## src/rtl/add_round_key.sv

```systemverilog
// AES-128 AddRoundKey: bitwise XOR of the cipher state with the round key,
// behind a valid/ready interface with an optional two-entry skid-buffer output stage.
module add_round_key #(
    parameter int REG_OUT = 1,
    parameter int WIDTH   = 128
) (
    input  logic             clk,
    input  logic             rst,
    input  logic             in_valid,
    output logic             in_ready,
    input  logic [WIDTH-1:0] state_in,
    input  logic [WIDTH-1:0] key_in,
    output logic             out_valid,
    input  logic             out_ready,
    output logic [WIDTH-1:0] state_out
);

    logic [WIDTH-1:0] w_xor;

    assign w_xor = state_in ^ key_in;

    generate
        if (REG_OUT != 0) begin : g_reg
            logic [WIDTH-1:0] r_main_data;
            logic [WIDTH-1:0] r_skid_data;
            logic             r_main_valid;
            logic             r_skid_valid;
            logic             r_in_ready;
            logic             w_in_fire;
            logic             w_main_free;

            assign w_in_fire   = in_valid & r_in_ready;
            // Main register can take new data when empty or being drained this cycle.
            assign w_main_free = ~r_main_valid | out_ready;

            // Two-entry skid buffer; the skid entry only fills while main is stalled.
            always_ff @(posedge clk) begin
                if (rst) begin
                    r_main_data  <= {WIDTH{1'b0}};
                    r_skid_data  <= {WIDTH{1'b0}};
                    r_main_valid <= 1'b0;
                    r_skid_valid <= 1'b0;
                    r_in_ready   <= 1'b0;
                end else if (w_main_free) begin
                    if (r_skid_valid) begin
                        r_main_data  <= r_skid_data;
                        r_main_valid <= 1'b1;
                        r_skid_valid <= 1'b0;
                    end else if (w_in_fire) begin
                        r_main_data  <= w_xor;
                        r_main_valid <= 1'b1;
                    end else begin
                        r_main_valid <= 1'b0;
                    end
                    r_in_ready <= 1'b1;
                end else if (w_in_fire) begin
                    r_skid_data  <= w_xor;
                    r_skid_valid <= 1'b1;
                    r_in_ready   <= 1'b0;
                end else begin
                    r_skid_valid <= r_skid_valid;
                end
            end

            assign in_ready  = r_in_ready;
            assign out_valid = r_main_valid;
            assign state_out = r_main_data;
        end else begin : g_comb
            assign in_ready  = out_ready;
            assign out_valid = in_valid;
            assign state_out = w_xor;
        end
    endgenerate

endmodule

```

## config.mk

```make
export PLATFORM = sky130hd
export DESIGN_NAME = add_round_key
export DESIGN_NICKNAME = d
export VERILOG_FILES = /design/src/rtl/add_round_key.sv
export SDC_FILE = /design/constraint.sdc
export NUM_CORES = 1
export LEC_CHECK = 0
export CAP_MARGIN = 20
export CORE_ASPECT_RATIO = 1.1
export CORE_UTILIZATION = 28
export CTS_CLUSTER_SIZE = 16
export DETAILED_ROUTE_END_ITERATION = 6
export PLACE_DENSITY = 0.63
export SETUP_SLACK_MARGIN = 0.5
export SYNTH_ARGS = -nofsm -noshare
export SYNTH_HDL_FRONTEND = slang
export SYNTH_SLANG_ARGS = --single-unit
```

## constraint.sdc

```tcl
create_clock -name clk -period 2.2 [get_ports clk]
set_input_delay 0.22 -clock clk [delete_from_list [all_inputs] [get_ports clk]]
set_output_delay 0.22 -clock clk [all_outputs]
set_load 0.02 [all_outputs]
```

==> results of run 1 <==
==> per-layer routing <==
metal / track usage, % / share of wire, %
met2: 26.1 / 50
met4: 4.73 / 2.3
met1: 16.9 / 42
met3: 2.94 / 6.2
met5: 0 / 0
==> repair_timing <==
| item | in CTS | in global routing |
|---|---|---|
| hold endpoints to repair | 12 | 0 |
| hold buffers | 1 | 0 |
| setup endpoints to repair | 130 | 0 |
| resized for setup | 130 | 0 |
==> placed cells by master, fill, tap and decap left out, types with 2 or more instances in the layout <==
cell type,netlist,routed
a211oi_2,120,120
buf_4,5,15
buf_12,0,12
nand2b_1,2,2
o21ai_0,121,121
clkinv_2,0,5
nand2_1,128,128
o21ai_1,7,7
xnor2_1,128,128
dfxtp_1,259,258
clkbuf_16,0,29
clkdlybuf4s50_1,0,258
dlygate4sd2_1,0,130
a22o_1,128,128
clkbuf_8,0,8
nor2_1,128,128
a211oi_1,8,8
a21oi_1,2,2
clkbuf_1,16,5
==> cell families after synthesis <==
family,count (synthesis),synth area share [%]
and+or+nand+nor,262,8.87
xor gates and xnor gates,128,9.89
DFF,259,45.7
buffers and inverters,100,5.92
AOI/OAI and AO/OA,388,29.6
==> area by class of cell <==
cell class	count	share of cell area, %
Timing Repair Buffer	417	25.1
Tap cell	507	3.88
Clock buffer	42	5.23
Multi-Input combinational cell	778	33.6
Sequential cell	259	31.8
Clock inverter	8	0.444
==> tightest hold or removal path, delay by kind of cell <==
kind	cells	cell delay (ps)
AO/OA/AOI/OAI	1	70
buffers and inverters	1	410
XOR/XNOR	1	180
==> state kept, by name (all words and copies together) (netlist names) <==
register	cells
g_reg.r_skid_valid	1
in_ready	1
out_valid	1
g_reg.r_skid_data	128
state_out	128
==> Yosys cell counts, types with 5 or more instances <==
master and count:
dfxtp_1 259, a22o_1 128, nand2_1 128, nor2_1 128, xnor2_1 128, o21ai_0 121
a211oi_2 120, buf_2 41, buf_6 30, clkbuf_1 16, a211oi_1 8, buf_1 8
o21ai_1 7, buf_4 5
==> power by group through the flow <==
stage / combinational, mW / sequential (mW) / clock [mW]
global route: 1.99 / 5.00 / 5.06
finish: 1.84 / 4.97 / 4.72
CTS: 1.88 / 4.97 / 4.87
global placement: 1.96 / 5.08 / 0
detailed placement: 1.97 / 5.08 / 0
floorplan: 0.774 / 5.25 / 0
==> worst paths after layout <==
check,start,to,depth (start not counted)
worst max-delay path,g_reg.r_skid_valid,state_out[122],3
worst min register to register,state_out[118],state_out[118],1
worst min-delay path,state_in[0],g_reg.r_skid_data[0],3
worst max register to register,g_reg.r_skid_valid,state_out[122],3
==> impl_metrics.csv, run 1 <==
group,metric,value,unit
outcome,status,"complete, no violations",
layout,drive_above_1_share,13.2,%
power,p_int,8.61,mW
grt,globalRouteOverflowTotal,0,
synthesis,yosys_warnings,0,
power,swShare,25.4,%
synthesis,synth_top_cells_by_area,"dfxtp_1 (46%), a211oi_2 (13%), a22o_1 (9.9%)",
floorplan,ioPinCount,390,
synthesis,synth_nets,1397,
detailed_routing,antenna_left,0,
critical_path,critPathKind,"reg -> reg",
clocking,cts_max_level,1,
placed_design,port_buffers,389,
layout,final_cell_area,0.0163,mm²
timing,min_period,1590,ps
floorplan,initial_core_util,28.7,%
floorplan,die-area,0.0413,mm²
clocking,cts_setup_buffers,0,
timing,report.final.slew_viol_count,0,
synthesis,ys_ff_latch,259,
clocking,clockBufferDepth,3,
timing,setup_viol,0,
critical_path,crit_chain,"buf_12 -> o21ai_0 -> a22o_1",
clocking,clock_latency,540,ps
layout,synthToLayoutAreaGrowth,44.2,%
synthesis,ys_types,22,
layout,multi_input_area,0.00549,mm²
power,p_comb_share,16.0,%
timing,relSlewSlack,57.8,%
clocking,numCtsBuffers,29,
synthesis,syn_area,0.0113,mm²
floorplan,fp.dieW,194,µm
critical_path,ff2ff_setup_slack,610,ps
grt,grt_pass1_wl,48400,µm
layout,layout.nets,1745,
timing,period_share,72.3,%
timing,rsz0062_at_grt,"false",
synthesis,synth_edf_count,0,
detailed_routing,wl_per_cell,15.0,µm
timing,finClkSkew,12.8,ps
floorplan,std_cell_rows,76,
synthesis,syn_avg_cell_area,9.97,µm²
timing,tightest_slew,633,ps
power,p_leak,5.95,nW
layout,diodes,0,
power,p_per_area,706,mW/mm²
layout,ff_latch_area,0.00519,mm²
critical_path,cp_num_buf_inv,1,
placed_design,dp.cells,1960,
synthesis,synth_cells,1137,
critical_path,cpMaxStageDelayCell,"dfxtp_4",
critical_path,end_kind,"flop",
critical_path,worst_ep_arrival_time,2030,ps
critical_path,crit_family,"compound AO/OA/AOI/OAI gates",
detailed_routing,drc_errors,0,
detailed_routing,vias,9253,
placed_design,gp_congestion,0.720,
synthesis,yosysTopAreaCell,"dfxtp_1",
timing,setup_slack,609,ps
power,netSwitchingPower,2.93,mW
synthesis,async_flop_share,0,%
synthesis,synth_top_area_share,45.7,%
synthesis,ys_seq_area_share,45.7,%
critical_path,slowest_delay,380,ps
job,drv_cap,0,
detailed_routing,drt_iter0_markers,259,
critical_path,cp_max_fo,144,
synthesis,synthFlopType,"dfxtp_1",
power,clkPwrFrac,40.9,%
clocking,clk_pin_slew,60,ps
critical_path,critPathLaunchType,"flop",
timing,fmax,628,MHz
grt,grt_antenna_before_repair,0,
clocking,cts_tree,"done",
timing,whs,393,ps
power,ir_drop,0.000651,V
placed_design,dpl-instance-area,0.0156,mm²
layout,stdcell_count,2011,
clocking,cts.sinks,259,
floorplan,core_area,0.0396,mm²
grt,grt_start_max_net_pins,145,
floorplan,die_h,213,µm
detailed_routing,dr.pass1.iters,4,
placed_design,dp_hpwl,21700,µm
clocking,cts-root-buf,"clkbuf_16",
detailed_routing,finalWirelength,30300,µm
min_path,min_path_type,"in -> reg",
detailed_routing,routed_via_density,4.60,
timing,final_hold_viol_count,0,
timing,finalSetupTns,0,ps
power,finalPower,11.5,mW
placed_design,place_worst_setup_slack,250,ps
critical_path,cp_data_required_time,2640,ps
layout,final_util,41.3,%
layout,fillerInstances,3930,
grt,grt_pass1_vias,9149,
power,p_seq_share,43.1,%
grt,track_usage,14.4,%
Note: power is estimated with default switching activity, not from simulation.
==> run 2: changes to the inputs <==
==> constraint.sdc (replaced) <==
create_clock -name clk -period 1.6 [get_ports clk]
set_input_delay 0.16 -clock clk [delete_from_list [all_inputs] [get_ports clk]]
set_output_delay 0.16 -clock clk [all_outputs]
set_load 0.02 [all_outputs]
==> run 2 against run 1 <==
  * Power grew 45%
  * Combinational power grew 66%
  * Sequential share of layout area shrank 3.9 points
  * Worst hold slack lost 280 ps
  * Final cell count grew 6.7%
  * Sequential cell count is the same
  * First-iteration DRC count grew 8.5%
  * Largest power group unchanged
==> impl_metrics.csv, run 2 (synthesis results as in run 1) <==
group,metric,value,unit
floorplan,die_h,213,µm
job,drv_cap,0,
detailed_routing,vias,10100,
placed_design,port_buffers,389,
layout,diodes,0,
floorplan,initial_core_util,28.7,%
layout,synthToLayoutAreaGrowth,69.5,%
clocking,clockBufferDepth,3,
clocking,cts_max_level,1,
detailed_routing,antenna_left,0,
clocking,cts_tree,"done",
timing,final_hold_viol_count,0,
floorplan,core_area,0.0396,mm²
floorplan,die-area,0.0413,mm²
layout,final_cell_mix,"clkdlybuf4s50_1 (258), buf_6 (146)",
power,swShare,25.2,%
critical_path,cp_data_required_time,2060,ps
power,clkPwrFrac,40.3,%
detailed_routing,wl_per_cell,16.9,µm
clocking,numCtsBuffers,29,
critical_path,critPathKind,"reg -> reg",
clocking,cts-root-buf,"clkbuf_16",
placed_design,gp_congestion,0.726,
critical_path,endpoint,"g_reg.r_skid_data[3]",
placed_design,place_worst_setup_slack,-212,ps
power,p_per_area,873,mW/mm²
critical_path,ff2ff_setup_slack,160,ps
detailed_routing,drc_errors,0,
timing,setup_slack,157,ps
timing,period_share,90.2,%
power,p_int,12.5,mW
critical_path,crit_chain,"and4b_4 -> buf_6 -> clkbuf_16 -> buf_8 -> nor2_1 -> a211oi_1",
grt,grt_start_max_net_pins,78,
clocking,clock_latency,550,ps
grt,globalRouteOverflowTotal,0,
timing,report.final.slew_viol_count,0,
layout,layout.nets,1879,
critical_path,r2r-end,"g_reg.r_skid_data[3]",
power,p_comb_share,18.3,%
min_path,min_path_type,"in -> reg",
layout,final_common_cell,"clkdlybuf4s50_1",
timing,fmax,693,MHz
critical_path,slowest_delay,370,ps
grt,grt_pass1_vias,9790,
timing,finClkSkew,19.5,ps
clocking,cts.sinks,259,
power,p_seq_share,41.4,%
critical_path,rr_worst_depth,6,
critical_path,end_kind,"flop",
layout,drive_above_1_share,43.4,%
timing,min_period,1440,ps
critical_path,cpMaxStageDelayCell,"dfxtp_4",
grt,grt_antenna_before_repair,0,
power,finalPower,16.8,mW
power,netSwitchingPower,4.23,mW
floorplan,ioPinCount,390,
detailed_routing,drt_iter0_markers,281,
critical_path,critPathLaunchType,"flop",
floorplan,std_cell_rows,76,
detailed_routing,finalWirelength,36200,µm
layout,fillerInstances,3630,
timing,tightest_slew,474,ps
grt,track_usage,15.3,%
placed_design,dp_hpwl,22700,µm
layout,multi_input_area,0.00599,mm²
floorplan,fp.dieW,194,µm
power,ir_drop,0.000813,V
timing,relSlewSlack,68.1,%
detailed_routing,routed_via_density,4.73,
critical_path,worst_ep_arrival_time,1900,ps
grt,grt_pass1_wl,51500,µm
critical_path,critPathLaunch,"in_ready",
outcome,status,"complete, no violations",
detailed_routing,dr.pass1.iters,4,
clocking,clk_pin_slew,60,ps
min_path,whs_path_depth,3,
layout,ff_latch_area,0.00536,mm²
critical_path,regToRegStartpoint,"in_ready",
critical_path,cp_max_fo,5,
power,p_leak,7.02,nW
timing,setup_viol,0,
timing,rsz0062_at_grt,"true",
## run 2: changes by cell type in the layout (fill, tap and decap cells not counted), sizes merged
cell | previous run | this run
buf | 28 | 274
bufbuf | 0 | 1
clkbuf | 42 | 64
clkinv | 6 | 1
clkinvlp | 0 | 1
dlygate4sd2 | 130 | 0
## run 2: stage by stage
| step | setup TNS (ps) | instance area, µm² | cells | util (%) | hold WS (ps) |
|---|---|---|---|---|---|
| after floorplan | 0 | 11600 | 1137 | - | 316 |
| after global routing | 0 | 19200 | 2146 | 48.6 | 110 |
| after CTS | 0 | 17800 | 2096 | 45.0 | 87.6 |
| final | 0 | 19200 | 2146 | 48.6 | 112 |
| after global placement | -16030 | 16100 | 2005 | 40.7 | 368 |
| after detailed placement | -24750 | 16100 | 2005 | 40.7 | 369 |
## run 2: worst min-delay path by stage
stage	endpoint	slack, ps	start
6_report	g_reg.r_skid_data[30]	110	rst
5_1_grt	g_reg.r_skid_data[30]	110	rst
4_1_cts	g_reg.r_skid_data[31]	90	rst
3_5_place_dp	out_valid	370	rst
3_3_place_gp	out_valid	370	rst
2_1_floorplan	in_ready	320	out_ready
## run 2: cell type report
class | instances | share of cell area [%]
tap | 507 | 3.30
sequential | 259 | 27.9
timing repair buffer | 551 | 32.5
multi-input combinational | 778 | 31.2
clock buffer | 47 | 4.81
clock inverter | 4 | 0.280
## run 2: timing repair
| item | in CTS | in global routing |
|---|---|---|
| setup buffers | 36 | 32 |
| pin swaps | 0 | 106 |
| gates cloned | 3 | 18 |
| setup endpoints to repair | 386 | 386 |
| hold buffers | 1 | 0 |
| resized for setup | 906 | 211 |
| hold endpoints to repair | 2 | 0 |
## run 2: routing by layer
metal	wire length, µm	GRT usage (%)	part of all wire [%]
met2	18000	27.2	50
met4	538	3.45	1.5
met5	0	0	0
met1	15500	18.6	43
met3	2160	3.63	6.0
## run 2: power groups by stage
stage | Clock, mW | Combinational [mW] | Sequential (mW)
2_1_floorplan | 0 | 1.09 | 7.23
3_3_place_gp | 0 | 2.77 | 6.99
3_5_place_dp | 0 | 2.79 | 6.99
4_1_cts | 6.91 | 2.94 | 6.93
5_1_grt | 7.21 | 3.27 | 6.97
6_report | 6.75 | 3.06 | 6.94
## run 2: worst max-delay path: cells and delay by family (launching register included)
kind                   cells  cell delay, ps
and+or+nand+nor            2             330
AOI/OAI and AO/OA          1             200
DFF                        1             370
buffers and inverters      3             440
==> run 3: changes to the inputs <==
--- a/config.mk
+++ b/config.mk
@@ -11,6 +11,7 @@
 export CTS_CLUSTER_SIZE = 16
 export DETAILED_ROUTE_END_ITERATION = 6
 export PLACE_DENSITY = 0.63
+export RECOVER_POWER = 50
 export SETUP_SLACK_MARGIN = 0.5
 export SYNTH_ARGS = -nofsm -noshare
 export SYNTH_HDL_FRONTEND = slang
==> run 3 against run 2 <==
  * Worst hold slack hardly changed
  * First-iteration DRC count is 5.7% lower
  * Worst setup slack worse by 21 ps
  * Cell area is 1.2% lower
  * Critical path depth stayed put
  * Power is 0.40% lower
  * Via count hardly changed
  * Die area stayed put
  * Sequential share of layout area is 0.45 points lower
  * Combinational power hardly changed
  * Sequential power is 0.6% lower
  * Critical path type unchanged
  * Largest power group unchanged
  * Highest routed layer unchanged
==> impl_metrics.csv, run 3 (synthesis results as in run 1) <==
group,metric,value,unit
outcome,status,"complete, no violations",
detailed_routing,wl_per_cell,16.9,µm
timing,min_period,1460,ps
critical_path,critPathKind,"reg -> reg",
detailed_routing,antenna_left,0,
job,drv_cap,0,
timing,setup_viol,0,
critical_path,worst_ep_arrival_time,1920,ps
timing,period_share,91.5,%
critical_path,end_kind,"flop",
grt,track_usage,15.3,%
critical_path,crit_chain,"and4b_4 -> buf_6 -> clkbuf_16 -> buf_8 -> nor2_1 -> a211oi_1",
layout,diodes,0,
critical_path,slowest_delay,390,ps
placed_design,place_worst_setup_slack,-212,ps
detailed_routing,dr.pass1.iters,4,
clocking,clockBufferDepth,3,
min_path,min_path_type,"in -> reg",
floorplan,initial_core_util,28.7,%
timing,final_hold_viol_count,0,
clocking,cts_tree,"done",
min_path,whs_path_depth,3,
layout,layout.nets,1879,
power,p_leak,6.91,nW
power,finalPower,16.7,mW
clocking,clock_latency,550,ps
timing,fmax,683,MHz
layout,drive_above_1_share,35.4,%
grt,grt_pass1_vias,9790,
detailed_routing,finalWirelength,36300,µm
clocking,cts_max_level,1,
floorplan,std_cell_rows,76,
power,ir_drop,0.000813,V
clocking,cts.sinks,259,
critical_path,cp_data_required_time,2060,ps
power,p_per_area,880,mW/mm²
clocking,numCtsBuffers,29,
floorplan,fp.dieW,194,µm
detailed_routing,drc_errors,0,
grt,grt_pass1_wl,51500,µm
grt,globalRouteOverflowTotal,0,
grt,grt_antenna_before_repair,0,
layout,final_cell_area,0.0190,mm²
layout,fillerInstances,3708,
placed_design,dpl-instance-area,0.0161,mm²
floorplan,core_area,0.0396,mm²
layout,final_common_cell,"clkdlybuf4s50_1",
critical_path,cpMaxStageDelayCell,"dfxtp_1",
floorplan,die-area,0.0413,mm²
placed_design,port_buffers,389,
clocking,cts-root-buf,"clkbuf_16",
timing,relSlewSlack,68.1,%
floorplan,ioPinCount,390,
grt,grt_start_max_net_pins,78,
critical_path,critPathLaunchType,"flop",
timing,rsz0062_at_grt,"true",
detailed_routing,drt_iter0_markers,265,
critical_path,rr_worst_depth,6,
layout,synthToLayoutAreaGrowth,67.4,%
timing,finClkSkew,16.5,ps
placed_design,gp_congestion,0.726,
detailed_routing,routed_via_density,4.73,
layout,final_cell_mix,"clkdlybuf4s50_1 (258), dfxtp_1 (247), buf_6 (135)",
placed_design,dp_hpwl,22700,µm
floorplan,die_h,213,µm
timing,setup_slack,136,ps
critical_path,cp_max_fo,5,
timing,report.final.slew_viol_count,0,
clocking,clk_pin_slew,60,ps
detailed_routing,vias,10200,
timing,tightest_slew,473,ps
==> run 3: repair_timing <==
item	in CTS	in global routing
gates resized for setup	906	211
setup endpoints to repair	386	386
hold buffers	1	0
pin swaps	0	106
setup buffers	36	32
gates cloned	3	18
hold endpoints to repair	2	0
==> run 3: path summary, 6_finish.rpt <==
check,startpoint,endpoint,slack (ps)
setup / recovery,out_valid,g_reg.r_skid_data[3],140
hold / removal,rst,g_reg.r_skid_data[30],110
setup reg to reg,out_valid,g_reg.r_skid_data[3],140
hold reg to reg,state_out[21],state_out[21],470
==> run 3: through the flow <==
stage / hold slack (ps) / utilization [%] / instances / setup TNS, ps
2_1_floorplan: 316 / - / 1137 / 0
3_3_place_gp: 368 / 40.7 / 2005 / -16030
3_5_place_dp: 369 / 40.7 / 2005 / -24750
4_1_cts: 87.6 / 45.0 / 2096 / 0
5_1_grt: 110 / 47.9 / 2146 / 0
6_report: 112 / 47.9 / 2146 / 0
==> run 3: final cells by class <==
class | count | area [µm²] | share of cell area [%]
multi-input combinational | 778 | 5990 | 31.6
sequential | 259 | 5200 | 27.4
timing repair buffer | 551 | 6160 | 32.5
clock inverter | 4 | 53.8 | 0.284
clock buffer | 47 | 923 | 4.87
tap | 507 | 634 | 3.34
==> run 3: layer usage <==
metal | track usage (%) | part of all wire [%] | routed length [µm] | vias up
met5 | 0 | 0 | 0 | -
met3 | 3.63 | 6.1 | 2230 | 32
met1 | 18.6 | 43 | 15600 | 4862
met4 | 3.45 | 1.5 | 539 | 0
li1 | - | - | - | 4993
met2 | 27.2 | 49 | 17900 | 270
==> run 3: power by group <==
| group | total (mW) | internal [mW] | leakage (nW) | switching (mW) |
|---|---|---|---|---|
| combinational | 3.03 | 1.67 | 4.32 | 1.36 |
| sequential | 6.90 | 6.71 | 2.11 | 0.187 |
| clock | 6.76 | 4.07 | 0.481 | 2.68 |
| total | 16.7 | 12.5 | 6.91 | 4.23 |
==> run 3: worst max-delay path, delay by kind of cell (launching register included) <==
kind                   cells  cell delay [ps]
AOI/OAI and AO/OA          1              200
buffers and inverters      3              440
DFF                        1              390
and+or+nand+nor            2              340
